`src/rtl/bram_stream_reader_pkg.sv`:
```
// ---------------------------------------------------------------------------
// bram_stream_reader_pkg
// Shared types and constants for the BlockRAM stream reader and its output
// buffer.
//   state_t    : reader FSM state encoding (also exported on the debug port)
//   BUF_DEPTH  : number of words the output buffer can hold
//   cnt_width  : width of the issue/accept counters for a given address width
// ---------------------------------------------------------------------------
package bram_stream_reader_pkg;

  typedef enum logic [1:0] {
    IDLE    = 2'd0,
    RUN     = 2'd1,
    DONE_ST = 2'd2
  } state_t;

  localparam int BUF_DEPTH = 2;

  // Counters must hold 0..2**addr_width inclusive, hence one extra bit.
  function automatic int cnt_width(input int addr_width);
    return addr_width + 1;
  endfunction

endpackage

```
`src/rtl/stream_skid_fifo2.sv`:
```
// ---------------------------------------------------------------------------
// stream_skid_fifo2
// Two-entry valid/ready FIFO with a combinational bypass when empty, so a
// word pushed into an empty FIFO is visible on the output in the same cycle.
//
// Handshake: a word leaves when o_valid && i_ready at posedge i_clk. Once
// o_valid is high it stays high, with o_data unchanged, until accepted.
// The producer must never push while two words are held unless a pop
// happens in the same cycle.
//
// Ports
//   i_clk, i_resetn : clock, synchronous active-low reset
//   i_push          : i_push_data is written this cycle
//   i_push_data     : word to write
//   o_valid/o_data  : head of queue (or bypassed push word when empty)
//   i_ready         : consumer accepts the head word
//   o_count         : number of words held in the registers (0..2)
// ---------------------------------------------------------------------------
module stream_skid_fifo2
  import bram_stream_reader_pkg::*;
#(
  parameter int WIDTH = 8
) (
  input  logic             i_clk,
  input  logic             i_resetn,
  input  logic             i_push,
  input  logic [WIDTH-1:0] i_push_data,
  output logic             o_valid,
  output logic [WIDTH-1:0] o_data,
  input  logic             i_ready,
  output logic [1:0]       o_count
);

  logic [WIDTH-1:0] r_mem0;   // head slot
  logic [WIDTH-1:0] r_mem1;   // second slot
  logic [1:0]       r_count;
  logic             w_pop;

  // Empty FIFO forwards the incoming word directly.
  assign o_valid = (r_count != 2'd0) || i_push;
  assign o_data  = (r_count == 2'd0) ? i_push_data : r_mem0;
  assign w_pop   = o_valid && i_ready;
  assign o_count = r_count;

  always_ff @(posedge i_clk) begin
    if (!i_resetn) begin
      r_count <= 2'd0;
      r_mem0  <= '0;
      r_mem1  <= '0;
    end else begin
      case (r_count)
        2'd0: begin
          // push with pop is a pure bypass: nothing is stored
          if (i_push && !w_pop) begin
            r_mem0  <= i_push_data;
            r_count <= 2'd1;
          end
        end
        2'd1: begin
          if (i_push && w_pop) begin
            r_mem0 <= i_push_data;
          end else if (i_push) begin
            r_mem1  <= i_push_data;
            r_count <= 2'd2;
          end else if (w_pop) begin
            r_count <= 2'd0;
          end
        end
        default: begin
          if (w_pop) begin
            r_mem0 <= r_mem1;
            if (i_push) begin
              r_mem1 <= i_push_data;
            end else begin
              r_count <= 2'd1;
            end
          end
        end
      endcase
    end
  end

  a_no_overflow: assert property (@(posedge i_clk) disable iff (!i_resetn)
    !((r_count == 2'(BUF_DEPTH)) && i_push && !w_pop));

endmodule

```
`src/rtl/bram_stream_reader.sv`:
```
// ---------------------------------------------------------------------------
// bram_stream_reader
// Sweeps i_len consecutive words of a 1-cycle-latency BlockRAM starting at
// i_base and presents them as a valid/ready stream at up to one word/cycle.
//
// Stream handshake: a word transfers when o_do_valid && i_do_ready at
// posedge i_clk; o_do_valid/o_do_data hold until the word is accepted.
//
// Ports
//   i_clk, i_resetn : clock, synchronous active-low reset
//   i_start         : command strobe, only honoured when idle
//   i_base, i_len   : first address and word count (0..2**ADDR_WIDTH)
//   o_busy          : transfer in progress
//   o_done          : one-cycle pulse after the last word is accepted
//   o_ram_addr      : BlockRAM address
//   i_ram_do        : BlockRAM read data (one cycle after o_ram_addr)
//   o_do_valid, o_do_data, i_do_ready : output stream
//   o_state         : FSM state, for debug visibility
// ---------------------------------------------------------------------------
module bram_stream_reader
  import bram_stream_reader_pkg::*;
#(
  parameter int ADDR_WIDTH = 4,
  parameter int DATA_WIDTH = 8
) (
  input  logic                  i_clk,
  input  logic                  i_resetn,
  input  logic                  i_start,
  input  logic [ADDR_WIDTH-1:0] i_base,
  input  logic [ADDR_WIDTH:0]   i_len,
  output logic                  o_busy,
  output logic                  o_done,
  output logic [ADDR_WIDTH-1:0] o_ram_addr,
  input  logic [DATA_WIDTH-1:0] i_ram_do,
  output logic                  o_do_valid,
  output logic [DATA_WIDTH-1:0] o_do_data,
  input  logic                  i_do_ready,
  output state_t                o_state
);

  localparam int CW = cnt_width(ADDR_WIDTH);
  localparam logic [ADDR_WIDTH-1:0] ADDR_ONE = ADDR_WIDTH'(1);
  localparam logic [CW-1:0]         CNT_ONE  = CW'(1);
  localparam logic [CW-1:0]         CNT_ZERO = '0;

  state_t                r_state;
  logic                  r_busy;
  logic                  r_done;
  logic [ADDR_WIDTH-1:0] r_ram_addr;
  logic [ADDR_WIDTH-1:0] r_iss_addr;  // next address to issue
  logic [CW-1:0]         r_iss_cnt;   // addresses still to issue
  logic [CW-1:0]         r_acc_cnt;   // words still to be accepted downstream
  // r_addr_vld: o_ram_addr carries a requested address this cycle.
  // r_inflight: i_ram_do carries the corresponding word this cycle.
  logic                  r_addr_vld;
  logic                  r_inflight;

  logic                  w_pop;
  logic [1:0]            w_buf_count;
  logic [2:0]            w_outstanding;
  logic                  w_issue;

  stream_skid_fifo2 #(
    .WIDTH (DATA_WIDTH)
  ) u_buf (
    .i_clk       (i_clk),
    .i_resetn    (i_resetn),
    .i_push      (r_inflight),
    .i_push_data (i_ram_do),
    .o_valid     (o_do_valid),
    .o_data      (o_do_data),
    .i_ready     (i_do_ready),
    .o_count     (w_buf_count)
  );

  assign w_pop = o_do_valid && i_do_ready;

  // Every word already requested (address on the RAM port, data on RAM_DO,
  // or sitting in the buffer) owns a buffer slot. A new address may issue
  // only if a slot is free, or one is being freed by a pop this cycle.
  assign w_outstanding = {2'b00, r_addr_vld} + {2'b00, r_inflight} + {1'b0, w_buf_count};
  assign w_issue = (r_state == RUN) && (r_iss_cnt != CNT_ZERO) &&
                   ((w_outstanding < 3'(BUF_DEPTH)) ||
                    ((w_outstanding == 3'(BUF_DEPTH)) && w_pop));

  always_ff @(posedge i_clk) begin
    if (!i_resetn) begin
      r_state    <= IDLE;
      r_busy     <= 1'b0;
      r_done     <= 1'b0;
      r_ram_addr <= '0;
      r_iss_addr <= '0;
      r_iss_cnt  <= '0;
      r_acc_cnt  <= '0;
      r_addr_vld <= 1'b0;
      r_inflight <= 1'b0;
    end else begin
      r_inflight <= r_addr_vld;
      r_addr_vld <= 1'b0;
      r_done     <= 1'b0;
      case (r_state)
        IDLE: begin
          if (i_start) begin
            if (i_len != CNT_ZERO) begin
              // First address goes out on the accepting edge itself.
              r_state    <= RUN;
              r_busy     <= 1'b1;
              r_ram_addr <= i_base;
              r_addr_vld <= 1'b1;
              r_iss_addr <= i_base + ADDR_ONE;
              r_iss_cnt  <= i_len - CNT_ONE;
              r_acc_cnt  <= i_len;
            end else begin
              r_state <= DONE_ST;
              r_done  <= 1'b1;
            end
          end
        end
        RUN: begin
          if (w_issue) begin
            r_ram_addr <= r_iss_addr;
            r_iss_addr <= r_iss_addr + ADDR_ONE;  // wraps, carry dropped
            r_iss_cnt  <= r_iss_cnt - CNT_ONE;
            r_addr_vld <= 1'b1;
          end
          if (w_pop) begin
            r_acc_cnt <= r_acc_cnt - CNT_ONE;
            if (r_acc_cnt == CNT_ONE) begin
              r_state <= DONE_ST;
              r_busy  <= 1'b0;
              r_done  <= 1'b1;
            end
          end
        end
        default: begin
          r_state <= IDLE;
        end
      endcase
    end
  end

  assign o_busy     = r_busy;
  assign o_done     = r_done;
  assign o_ram_addr = r_ram_addr;
  assign o_state    = r_state;

endmodule

```
`config.mk`:
```
export PLATFORM = sky130hd
export DESIGN_NAME = bram_stream_reader
export DESIGN_NICKNAME = d
export VERILOG_FILES = /design/src/rtl/bram_stream_reader_pkg.sv /design/src/rtl/stream_skid_fifo2.sv /design/src/rtl/bram_stream_reader.sv
export SDC_FILE = /design/constraint.sdc
export NUM_CORES = 1
export LEC_CHECK = 0
export CORE_UTILIZATION = 47
export CTS_CLUSTER_DIAMETER = 120
export DETAILED_ROUTE_END_ITERATION = 10
export PLACE_DENSITY = 0.75
export SLEW_MARGIN = 15
export SYNTH_ARGS = -nofsm -noshare
export SYNTH_HDL_FRONTEND = slang
export SYNTH_SLANG_ARGS = --single-unit
```
`constraint.sdc`:
```
create_clock -name i_clk -period 2.34 [get_ports i_clk]
set_input_delay 0.468 -clock i_clk [delete_from_list [all_inputs] [get_ports i_clk]]
set_output_delay 0.468 -clock i_clk [all_outputs]
set_load 0.02 [all_outputs]
```
==> results of run 1 <==
[tightest hold or removal path: stages (launching register included)]
cell and delay (ns):
dfxtp_1 0.33, nand2_1 0.05, a21oi_1 0.05
[synth_stat cells, types with 3 or more instances]
library cell   n
clkbuf_1       8
nor3_1         5
nor2b_1        3
o21ai_0        6
or3_1          3
nor3b_1        3
xor2_1         3
mux2i_1       23
a21oi_1       16
a211oi_1      10
inv_1         11
xnor2_1        5
buf_2          3
mux2_2        10
dfxtp_1       42
ha_1           6
nor2_1        30
nand3_1        5
nand2_1       25
[timing repair]
item | 4_1_cts | 5_1_grt
hold endpoints to repair | 0 | 0
endpoints found under the setup margin | 5 | 3
pin swaps | 0 | 0
setup buffers | 0 | 0
gates resized for setup | 5 | 3
[power groups by stage]
| stage | clock network [W] | logic [W] | registers [W] |
|---|---|---|---|
| 6_report | 0.000481 | 0.000419 | 0.000808 |
| 5_1_grt | 0.000519 | 0.000464 | 0.000818 |
| 4_1_cts | 0.000491 | 0.000422 | 0.000808 |
| 3_5_place_dp | 0 | 0.000425 | 0.000825 |
| 3_3_place_gp | 0 | 0.000418 | 0.000824 |
| 2_1_floorplan | 0 | 0.000260 | 0.000834 |
[stage by stage]
step | utilization (%) | hold slack (ns) | worst slack (ns)
2_1_floorplan | - | 0.444 | 0.121
3_3_place_gp | 61.2 | 0.462 | 0.0925
3_5_place_dp | 61.2 | 0.466 | 0.0473
4_1_cts | 63.1 | 0.478 | 0.0103
5_1_grt | 63.3 | 0.507 | 0.00653
6_report | 63.3 | 0.474 | 0.0883
[cell type report]
type	instances	area [um2]	share of cell area, %
clock buffer	5	68.8	2.46
clock inverter	3	21.3	0.762
inverter	12	45.0	1.61
multi-input combinational	181	1260	45.1
sequential	42	841	30.1
tap	52	65.1	2.33
timing repair buffer	53	492	17.6
[registers in the layout, summed over array words and instances (netlist names)]
signal,count
o_state,2
r_iss_cnt,5
u_buf.r_mem1,8
r_addr_vld,1
u_buf.o_count,2
r_iss_addr,4
o_ram_addr,4
r_inflight,1
o_busy,1
u_buf.r_mem0,8
o_done,1
r_acc_cnt,5
[cell families after synthesis]
logic type	synth area share, %
AO/OA/AOI/OAI	17.3
buffers and inverters	4.60
flip-flops	38.2
multiplexers	15.6
AND/OR/NAND/NOR	16.8
adder cells (fa/ha/maj)	4.32
XOR/XNOR	3.18
[routing by layer]
metal,vias up,GRT usage [%],share of wire [%]
met1,912,27.0,49
met5,-,0,0
met4,0,8.22,1.7
li1,965,-,-
met2,36,32.0,46
met3,7,3.90,3.3
[worst paths after layout]
| check | from | to | slack (ns) |
|---|---|---|---|
| setup reg to reg | r_addr_vld | o_ram_addr[0] | 0.17 |
| setup / recovery | u_buf.o_count[1] | o_do_valid | 0.09 |
| hold reg to reg | r_iss_addr[0] | r_iss_addr[0] | 0.47 |
| hold / removal | r_iss_addr[0] | r_iss_addr[0] | 0.47 |
==> flow_summary_export.csv, run 1 <==
group,metric,value,unit
run_status,status,"complete, no violations",
power_and_ir_drop,combPwrFrac,24.5,%
floorplanning,core,4410,um2
clock_network,ctsRootBufferMaster,"clkbuf_8",
logic_synthesis,synth_top_area_cell,"dfxtp_1",
floorplanning,ioPinCount,38,
sta,fin_skew,0.00350,ns
clock_network,clock_latency,0.30,ns
placed_design,routabilityCongestion,0.794,
floorplanning,die_width,70.5,um
logic_synthesis,yosysTopAreaCellShare,38.2,%
detailed_routing,drtAntennaViolNets,0,
power_and_ir_drop,p_total,0.00171,W
detailed_routing,first_iter_violations,88,
global_routing,grt_usage,20.2,%
sta,grt_setup_unrepaired,"false",
critical_path,crit_family,"buffers and inverters",
sta,worst_pin_slew,0.651,ns
power_and_ir_drop,seq_power_share,47.3,%
layout,n_antenna_cell,0,
logic_synthesis,ys_types,45,
logic_synthesis,synthCells,247,
power_and_ir_drop,p_per_area,612,nW/um2
clock_network,cts_made_buffers,5,
power_and_ir_drop,power_switching,0.000525,W
logic_synthesis,synth-seq-cells,42,
power_and_ir_drop,clkPwrFrac,28.2,%
logic_synthesis,netlist_area,2200,um2
hold_path,holdPathStages,2,
placed_design,place_area,2700,um2
floorplanning,start_util,49.9,%
logic_synthesis,ys_top_cells_by_area,"dfxtp_1 38%, mux2i_1 10%, mux2_2 5.1%, nor2_1 5.1%, nand2_1 4.3%",
layout,final_common_cell,"dfxtp_1",
sta,fmax,444,MHz
floorplanning,die_y,70.5,um
power_and_ir_drop,intPower,0.00118,W
detailed_routing,via_per_inst,5.52,
logic_synthesis,synth-main-ff-cell,"dfxtp_1",
logic_synthesis,synth-seq-area-share,38.2,%
power_and_ir_drop,switching_share,30.8,%
logic_synthesis,synthArstFlopShare,0,%
global_routing,grt_pass1_vias,1753,
sta,post-route-period-util,96.2,%
critical_path,critPathLaunchType,"register",
placed_design,hpwl,3.35,mm
sta,finalHoldViolations,0,
critical_path,cp.required,1.87,ns
critical_path,worstPathCellList,"buf_4 > or3_1 > clkdlybuf4s50_1",
placed_design,dp_cells,340,
floorplanning,dieArea,4960,um2
critical_path,cp_max_fo,8,
critical_path,crit_type,"reg -> out",
critical_path,timing.critical_path.buf_inv,2,
placed_design,io_buffers,37,
clock_network,htree_num_levels,2,
floorplanning,fp-row-count,24,
layout,nFillCells,377,
layout,final_cell_mix,"42 x dfxtp_1, 30 x nor2_1, 29 x clkdlybuf4s50_1",
job,maxCapViolations,0,
detailed_routing,drt_first_pass_iters,5,
layout,fin_nets,323,
critical_path,cpMaxStageDelayCell,"clkdlybuf4s50_1",
global_routing,grt_pass1_wl,8.06,mm
logic_synthesis,syn_nets,275,
critical_path,path_depth,3,
global_routing,grt_max_degree,25,
power_and_ir_drop,p_leak,1.18,nW
logic_synthesis,synth_edf_count,0,
clock_network,cts_tree,"built",
power_and_ir_drop,ir_worst_vdd,0.461,mV
critical_path,cp-end-kind,"output pin",
sta,period_needed,2.25,ns
critical_path,slowest_delay,0.56,ns
detailed_routing,vias,1920,
clock_network,ctsHoldBuffers,0,
layout,fin_cells,348,
hold_path,hold_path_class,"reg -> reg",
global_routing,antenna_found_initial,0,
sta,maxSlewViolCount,0,
critical_path,critPathArrivalTime,1.78,ns
sta,slew-limit-headroom,56.6,%
sta,setup_violations,0,
logic_synthesis,avgSynthCellArea,8.92,um2
global_routing,overflow,0,
critical_path,r2r_cells,8,
layout,drive_gt1_share,15.2,%
layout,postLayoutCellArea,2790,um2
layout,area_growth_syn_to_layout,26.8,%
clock_network,cts.clk_slew.worst_paths,0.09,ns
clock_network,clock_sinks,42,
detailed_routing,wl_per_cell,13.5,um
clock_network,cts_buffer_depth,2,
detailed_routing,wirelength,4.69,mm
logic_synthesis,ys_warn_count,0,
sta,tns,0,ns
detailed_routing,drc,0,
Note: power is estimated with default switching activity, not from simulation.
==> inputs of run 2 (changes only) <==
--- a/config.mk
+++ b/config.mk
@@ -6,10 +6,9 @@
 export NUM_CORES = 1
 export LEC_CHECK = 0
 export CORE_UTILIZATION = 47
-export CTS_CLUSTER_DIAMETER = 120
 export DETAILED_ROUTE_END_ITERATION = 10
-export PLACE_DENSITY = 0.75
-export SLEW_MARGIN = 15
+export PLACE_DENSITY_LB_ADDON = 0.08
+export SLEW_MARGIN = 5
 export SYNTH_ARGS = -nofsm -noshare
 export SYNTH_HDL_FRONTEND = slang
 export SYNTH_SLANG_ARGS = --single-unit
==> flow_summary_export.csv, run 2 (synthesis gave the netlist of run 1 again) <==
group,metric,value,unit
run_status,status,"complete, no violations",
global_routing,overflow,0,
critical_path,critPathArrivalTime,1.79,ns
power_and_ir_drop,p_per_area,645,nW/um2
sta,fmax,442,MHz
clock_network,cts_made_buffers,5,
placed_design,place_area,2710,um2
hold_path,holdPathStages,2,
clock_network,htree_num_levels,2,
sta,post-route-period-util,96.7,%
clock_network,ctsRootBufferMaster,"clkbuf_8",
detailed_routing,first_iter_violations,95,
clock_network,cts_buffer_depth,2,
floorplanning,die_y,70.5,um
power_and_ir_drop,ir_worst_vdd,0.429,mV
critical_path,crit_type,"reg -> out",
critical_path,r2r_cells,8,
critical_path,slowest_delay,0.55,ns
sta,fin_skew,0.00420,ns
floorplanning,start_util,49.9,%
critical_path,worstPathCellList,"buf_4 > or3_1 > clkdlybuf4s50_1",
floorplanning,fp-row-count,24,
clock_network,clock_latency,0.30,ns
layout,reg_top3,"u_buf.r_mem0 x8, u_buf.r_mem1 x8",
sta,slew-limit-headroom,57.9,%
detailed_routing,drtAntennaViolNets,0,
layout,fin_nets,324,
global_routing,grt_usage,20.3,%
placed_design,routabilityCongestion,0.775,
sta,period_needed,2.26,ns
detailed_routing,wirelength,4.76,mm
layout,drive_gt1_share,15.2,%
global_routing,antenna_found_initial,0,
layout,area_growth_syn_to_layout,27.6,%
placed_design,io_buffers,37,
layout,n_antenna_cell,0,
sta,hold_slack,0.475,ns
clock_network,ctsHoldBuffers,0,
floorplanning,ioPinCount,38,
layout,fin_cells,349,
sta,worst_pin_slew,0.632,ns
placed_design,dp_cells,341,
sta,finalHoldViolations,0,
critical_path,critPathLaunchType,"register",
detailed_routing,via_per_inst,5.39,
global_routing,grt_max_degree,33,
placed_design,hpwl,3.41,mm
detailed_routing,vias,1880,
floorplanning,die_width,70.5,um
layout,final_cell_mix,"42 x dfxtp_1, 30 x nor2_1, 29 x clkdlybuf4s50_1",
power_and_ir_drop,p_leak,1.17,nW
global_routing,grt_pass1_wl,8.09,mm
critical_path,cp-end-kind,"output pin",
detailed_routing,drt_first_pass_iters,4,
sta,maxSlewViolCount,0,
sta,tns,0,ns
floorplanning,dieArea,4960,um2
clock_network,cts_tree,"built",
layout,postLayoutCellArea,2810,um2
layout,final_common_cell,"dfxtp_1",
detailed_routing,wl_per_cell,13.6,um
floorplanning,core,4410,um2
critical_path,cpMaxStageDelayCell,"clkdlybuf4s50_1",
critical_path,rrSetupSlack,0.13,ns
job,maxCapViolations,0,
detailed_routing,drc,0,
clock_network,cts.clk_slew.worst_paths,0.08,ns
sta,grt_setup_unrepaired,"false",
critical_path,cp_max_fo,10,
sta,setup_violations,0,
critical_path,cp.required,1.87,ns
clock_network,clock_sinks,42,
layout,utilization,63.6,%
hold_path,hold_path_class,"reg -> reg",
layout,nFillCells,416,
global_routing,grt_pass1_vias,1795,
==> run 2: area by class of cell <==
type                       count  area (um2)  share of cell area [%]
clock buffer                   6        72.6                    2.58
tap                           52        65.1                    2.32
multi-input combinational    181        1260                    44.9
inverter                      12        45.0                    1.60
sequential                    42         841                    29.9
timing repair buffer          54         488                    17.4
clock inverter                 2        37.5                    1.34
==> run 2: through the flow <==
step / total power [W] / setup slack [ns]
6_report: 0.00181 / 0.0771
5_1_grt: 0.00191 / 0.00720
4_1_cts: 0.00182 / 0.0669
3_5_place_dp: 0.00126 / 0.0432
3_3_place_gp: 0.00125 / 0.0915
2_1_floorplan: 0.00109 / 0.121
==> run 2: final timing paths <==
check	from	endpoint
worst max-delay path	u_buf.o_count[1]	o_do_valid
worst max register to register	r_addr_vld	o_ram_addr[0]
worst min register to register	r_iss_cnt[0]	r_iss_cnt[0]
worst min-delay path	r_iss_cnt[0]	r_iss_cnt[0]
==> run 2: repair_timing <==
item / in CTS / in global routing
pin swaps: 0 / 1
cloned: 0 / 0
endpoints found under the setup margin: 8 / 4
setup buffers: 0 / 0
resized for setup: 8 / 0
==> run 2: routing by layer <==
metal | up-vias | track usage [%] | wire length, um
li1 | 970 | - | -
met3 | 4 | 5.34 | 222
met1 | 864 | 26.9 | 2380
met2 | 42 | 32.7 | 2120
met5 | - | 0 | 0
met4 | 0 | 5.33 | 40
==> run 2: power breakdown <==
part           internal, W  switching (W)  total, W
combinational     0.000204       0.000220  0.000425
sequential        0.000770      0.0000398  0.000810
clock             0.000318       0.000260  0.000578
==> run 2: critical path: cells and delay by family, from the launching register on <==
kind	cells	cell delay (ns)
and+or+nand+nor	1	0.40
DFF	1	0.35
buffers and inverters	2	0.75
==> variant 1, RTL diff (config.mk and constraints of run 1) <==
Make the reset (`i_resetn`) asynchronous in 2 clocked blocks. Comments in the files are not updated.
--- a/src/rtl/stream_skid_fifo2.sv
+++ b/src/rtl/stream_skid_fifo2.sv
@@ -44,3 +44,3 @@
 
-  always_ff @(posedge i_clk) begin
+  always_ff @(posedge i_clk or negedge i_resetn) begin
     if (!i_resetn) begin
--- a/src/rtl/bram_stream_reader.sv
+++ b/src/rtl/bram_stream_reader.sv
@@ -85,3 +85,3 @@
 
-  always_ff @(posedge i_clk) begin
+  always_ff @(posedge i_clk or negedge i_resetn) begin
     if (!i_resetn) begin
Behaviour: differs if i_resetn is asserted again (counterexample within 4 cycles, from zero or initial values and one cycle with i_resetn low); with i_resetn held inactive, the same outputs for 10 cycles.
==> variant 1 against run 1 <==
  * Worst setup slack gained 0.033 ns
  * Routed wire length grew 11%
  * Synthesized area grew 8.8%
  * Sequential cell count is the same
  * Final area grew 13%
  * Critical path type unchanged
  * Hold slack lost 0.45 ns
  * Synthesized cell count shrank 5.7%
Power is not compared: it rests on default switching activity, and its combinational part moved more than twofold at a synthesized area within 25%.
==> variant 1: results (changes against run 1) <==
[run_status]
status = finished clean

[global_route]
grt_pass1_wl_um = 8880  ; +10%
grt_util_all_layers_pct = 21.8  ; +1.5 points
grt_max_degree = 20  ; -20%

[placed_design]
io_buffers = 37  ; unchanged
post-dp-hpwl_um = 3890  ; +16%
gp_congestion = 0.859  ; +8.2%
placed_cell_area_um2 = 3020  ; +12%
pre_cts_ws_ns = -0.0858  ; -0.133 ns

[timing]
skew_ns = 0.00912  ; +0.00562 ns
slew-limit-headroom_pct = 59.2  ; +2.6 points

[clock_network]
cts_root_buf = clkbuf_8
cts_max_level = 2  ; unchanged

[synth]
async_reset_ff_share_pct = 100  ; +100 points
synth_common_cells = dfrtp_1, mux2_2, nand2_1, a21oi_1, inv_1
yosys.cell_types.count = 49  ; +8.9%
synth_seq_area_share_pct = 43.9  ; +5.7 points
syn_nets = 261  ; -5.1%
synthTopCellsByArea = dfrtp_1, mux2_2, a21oi_1

[critical_path]
cp_max_fo = 6  ; -2
worstPathArrival_ns = 1.75  ; -0.03 ns
cpPeakStageDelay_ns = 0.38  ; -0.18 ns
cpMaxStageDelayCell = dfrtp_1

[route]
drtIter0Drc = 82  ; -6.8%
via_per_inst = 5.47  ; -0.93%
drt_wl_total_um = 5220  ; +11%

[worst_hold_path]
holdCritPathClass = input pin to asynchronous set/reset pin

[cells_and_area]
layout.nets = 325  ; +0.62%
drive_gt1_share_pct = 28.5  ; +13 points
fill_cells = 411  ; +9.0%

-- variant 1: kinds of logic after synthesis --
logic type,synth area share (%)
and+or+nand+nor,12.1
buffers and inverters,4.96
xor gates and xnor gates,0.366
AOI/OAI and AO/OA,16.6
adders and majority gates,3.97
DFF,43.9
muxes,18.2
-- variant 1: power breakdown --
part / internal, mW / switching (mW)
Clock: 0.427 / 0.264
Combinational: 1.38 / 1.33
Sequential: 1.10 / 0.237
-- variant 1: through the flow --
step                hold WS [ns]  power, mW  std cells
global route              0.0417       5.09        365
detailed placement         0.355       4.09        357
floorplan                  0.172       3.14        233
CTS                       0.0296       4.73        365
finish                    0.0216       4.73        365
global placement           0.351       3.97        357
-- variant 1: final cells by class --
class	instances	area [µm²]	share of cell area, %
tap	67	83.8	2.65
multi-input combinational	164	1240	39.2
timing repair buffer	65	578	18.3
clock inverter	3	68.8	2.18
sequential	42	1050	33.3
clock buffer	5	68.8	2.18
inverter	19	71.3	2.26
-- variant 1: routing by layer --
layer	vias to the layer above	part of all wire, %	global-route usage, %
met3	10	4.2	3.02
met5	-	0	0
met1	966	44	27.6
met4	0	1.5	7.05
met2	61	50	38.5
li1	958	-	-
-- variant 1: repair_timing --
action,CTS,global route
pin swaps,0,3
setup endpoints to repair,8,7
resized for setup,9,3
-- variant 1: path summary, 6_finish.rpt --
kind / start / end / slack, ns / cells past startpoint
max in group asynchronous: i_resetn / u_buf.r_mem0[4]$_DFFE_PN0P_ / 1.78 / 2
min reg2reg: r_addr_vld$_DFF_PN0_ / r_inflight$_DFF_PN0_ / 0.39 / 0
max: u_buf.o_count[0]$_DFFE_PN0P_ / o_do_data[6] / 0.12 / 5
min in group i_clk: r_addr_vld$_DFF_PN0_ / r_inflight$_DFF_PN0_ / 0.39 / 0
min: i_resetn / u_buf.r_mem1[3]$_DFFE_PN0P_ / 0.02 / 1
max reg2reg: r_inflight$_DFF_PN0_ / r_iss_cnt[2]$_DFFE_PN0P_ / 0.15 / 9
-- variant 1: worst register-to-register path: stages (launching register included) --
cell      delay (ns)
dfrtp_1         0.36
inv_1           0.08
fa_2            0.37
ha_1            0.29
a41oi_2         0.15
o31ai_4         0.23
buf_4           0.15
buf_4           0.12
o21ai_1         0.08
a221oi_2        0.26
==> variant 2, RTL diff (settings of run 1) <==
Made on the original files. Change the parameter `ADDR_WIDTH` from 4 to 3.
--- a/src/rtl/bram_stream_reader.sv
+++ b/src/rtl/bram_stream_reader.sv
@@ -22,3 +22,3 @@
 #(
-  parameter int ADDR_WIDTH = 4,
+  parameter int ADDR_WIDTH = 3,
   parameter int DATA_WIDTH = 8
Interface: changed (resized i_base, i_len and o_ram_addr); port bits go from 38 to 35. The function was not compared with the original's and may differ.
==> variant 2 against run 1 <==
  * Hold slack worse by 0.0054 ns
  * Clock power fell by 2%
  * Combinational power is 6.2% higher
  * First-iteration DRC count is 53% higher
  * Count of clock-buffer cells in the layout is 2 higher
  * Total power down 3.6%
  * Synthesized area down 2.4%
  * Final area down 3.1%
  * Routed wire length rose by 3.6%
  * Worst setup slack better by 0.045 ns
  * Sequential cell count is 4 lower
  * Largest cell class unchanged
==> variant 2: results (changes against run 1) <==
[run_status]
status = finished clean

[route]
drtIter0Drc = 135  ; +53%
met3_length_um = 214  ; +36%
dr.pass1.iters = 4  ; -1
route.layer.met1.wl_um = 2370  ; +3.4%
via_per_inst = 5.62  ; +1.8%

[synth]
synth_seq_area_share_pct = 35.4  ; -2.8 points
synth_cells = 234  ; -5.3%
yosys.cell_types.count = 54  ; +20%
synthTopCellsByArea = dfxtp_1, mux2i_1, nor2_1
synth_common_cells = dfxtp_1, nor2_1, mux2i_1, nand2_1
syn_nets = 260  ; -5.5%

[global_route]
grt_util_all_layers_pct = 21.6  ; +1.4 points
grt_antenna_before_repair = 0  ; unchanged
gr-usage-met2_pct = 32.5  ; +0.51 points
grt_max_degree = 22  ; -12%
use_met3_pct = 4.94  ; +1.0 points
gr-usage-met1_pct = 29.6  ; +2.6 points
grt_pass1_vias = 1763  ; +0.57%
grt_pass1_wl_um = 8270  ; +2.7%

[cells_and_area]
layout.nets = 305  ; -5.6%
drive_gt1_share_pct = 16.8  ; +1.6 points
fill_cells = 387  ; +2.7%
layout.cells.non_filler = 332  ; -4.6%

[placed_design]
post-dp-hpwl_um = 3450  ; +2.9%
io_buffers = 34  ; -8.1%
placed_cell_area_um2 = 2620  ; -2.9%
pre_cts_ws_ns = 0.139  ; +0.0919 ns
gp_congestion = 0.841  ; +5.9%
dp_cells = 324  ; -4.7%

[timing]
skew_ns = 0.00970  ; +0.00619 ns
fmax_mhz = 453  ; +2.0%
whs_ns = 0.468  ; -0.00536 ns
slew-limit-headroom_pct = 66.9  ; +10 points

[pwr]
combPwrFrac_pct = 27.0  ; +2.5 points
p_switching_mw = 0.503  ; -4.2%
sequentialPowerShare_pct = 44.4  ; -2.9 points
p_leak_nw = 1.08  ; -8.0%
comb_power_mw = 0.445  ; +6.2%

[clock_network]
cts_resized = 8  ; +3
cts_buffer_depth = 2  ; unchanged
path_clk_slew_ns = 0.08
cts_buffers = 5  ; unchanged

[critical_path]
r2r_cells = 6  ; -2
worstPathArrival_ns = 1.74  ; -0.04 ns
cp-endpoint = o_do_valid
rrSetupSlack_ns = 0.23  ; +0.06 ns
critPathLaunch = u_buf.o_count[0]$_SDFFE_PN0P_
cp_max_fo = 9  ; +1

[worst_hold_path]
min_to = r_iss_addr[1]$_SDFFE_PN0P_
min-delay-start = r_iss_addr[1]$_SDFFE_PN0P_

## variant 2: logic make-up (layout without fill, tap and decap cells)
logic type	after synthesis	after routing	synth area share, %
adders and majority gates	7	7	4.43
xor gates and xnor gates	1	1	0.408
buffers and inverters	24	70	5.18
AOI/OAI and AO/OA	60	60	22.7
and+or+nand+nor	75	75	17.9
muxes	29	29	14.0
DFF	38	38	35.4
## variant 2: area by class of cell
| cell class | count | area (µm²) | share of cell area [%] |
|---|---|---|---|
| clock buffer | 7 | 86.3 | 3.19 |
| timing repair buffer | 51 | 470 | 17.4 |
| inverter | 11 | 41.3 | 1.53 |
| sequential | 38 | 761 | 28.1 |
| tap | 52 | 65.1 | 2.41 |
| clock inverter | 1 | 5.00 | 0.185 |
| multi-input combinational | 172 | 1280 | 47.2 |
## variant 2: critical path: stages, from the launching register on
cell and delay [ns]:
dfxtp_1 0.50, nor2_1 0.07, buf_4 0.19, nand2_1 0.09, clkdlybuf4s50_1 0.60
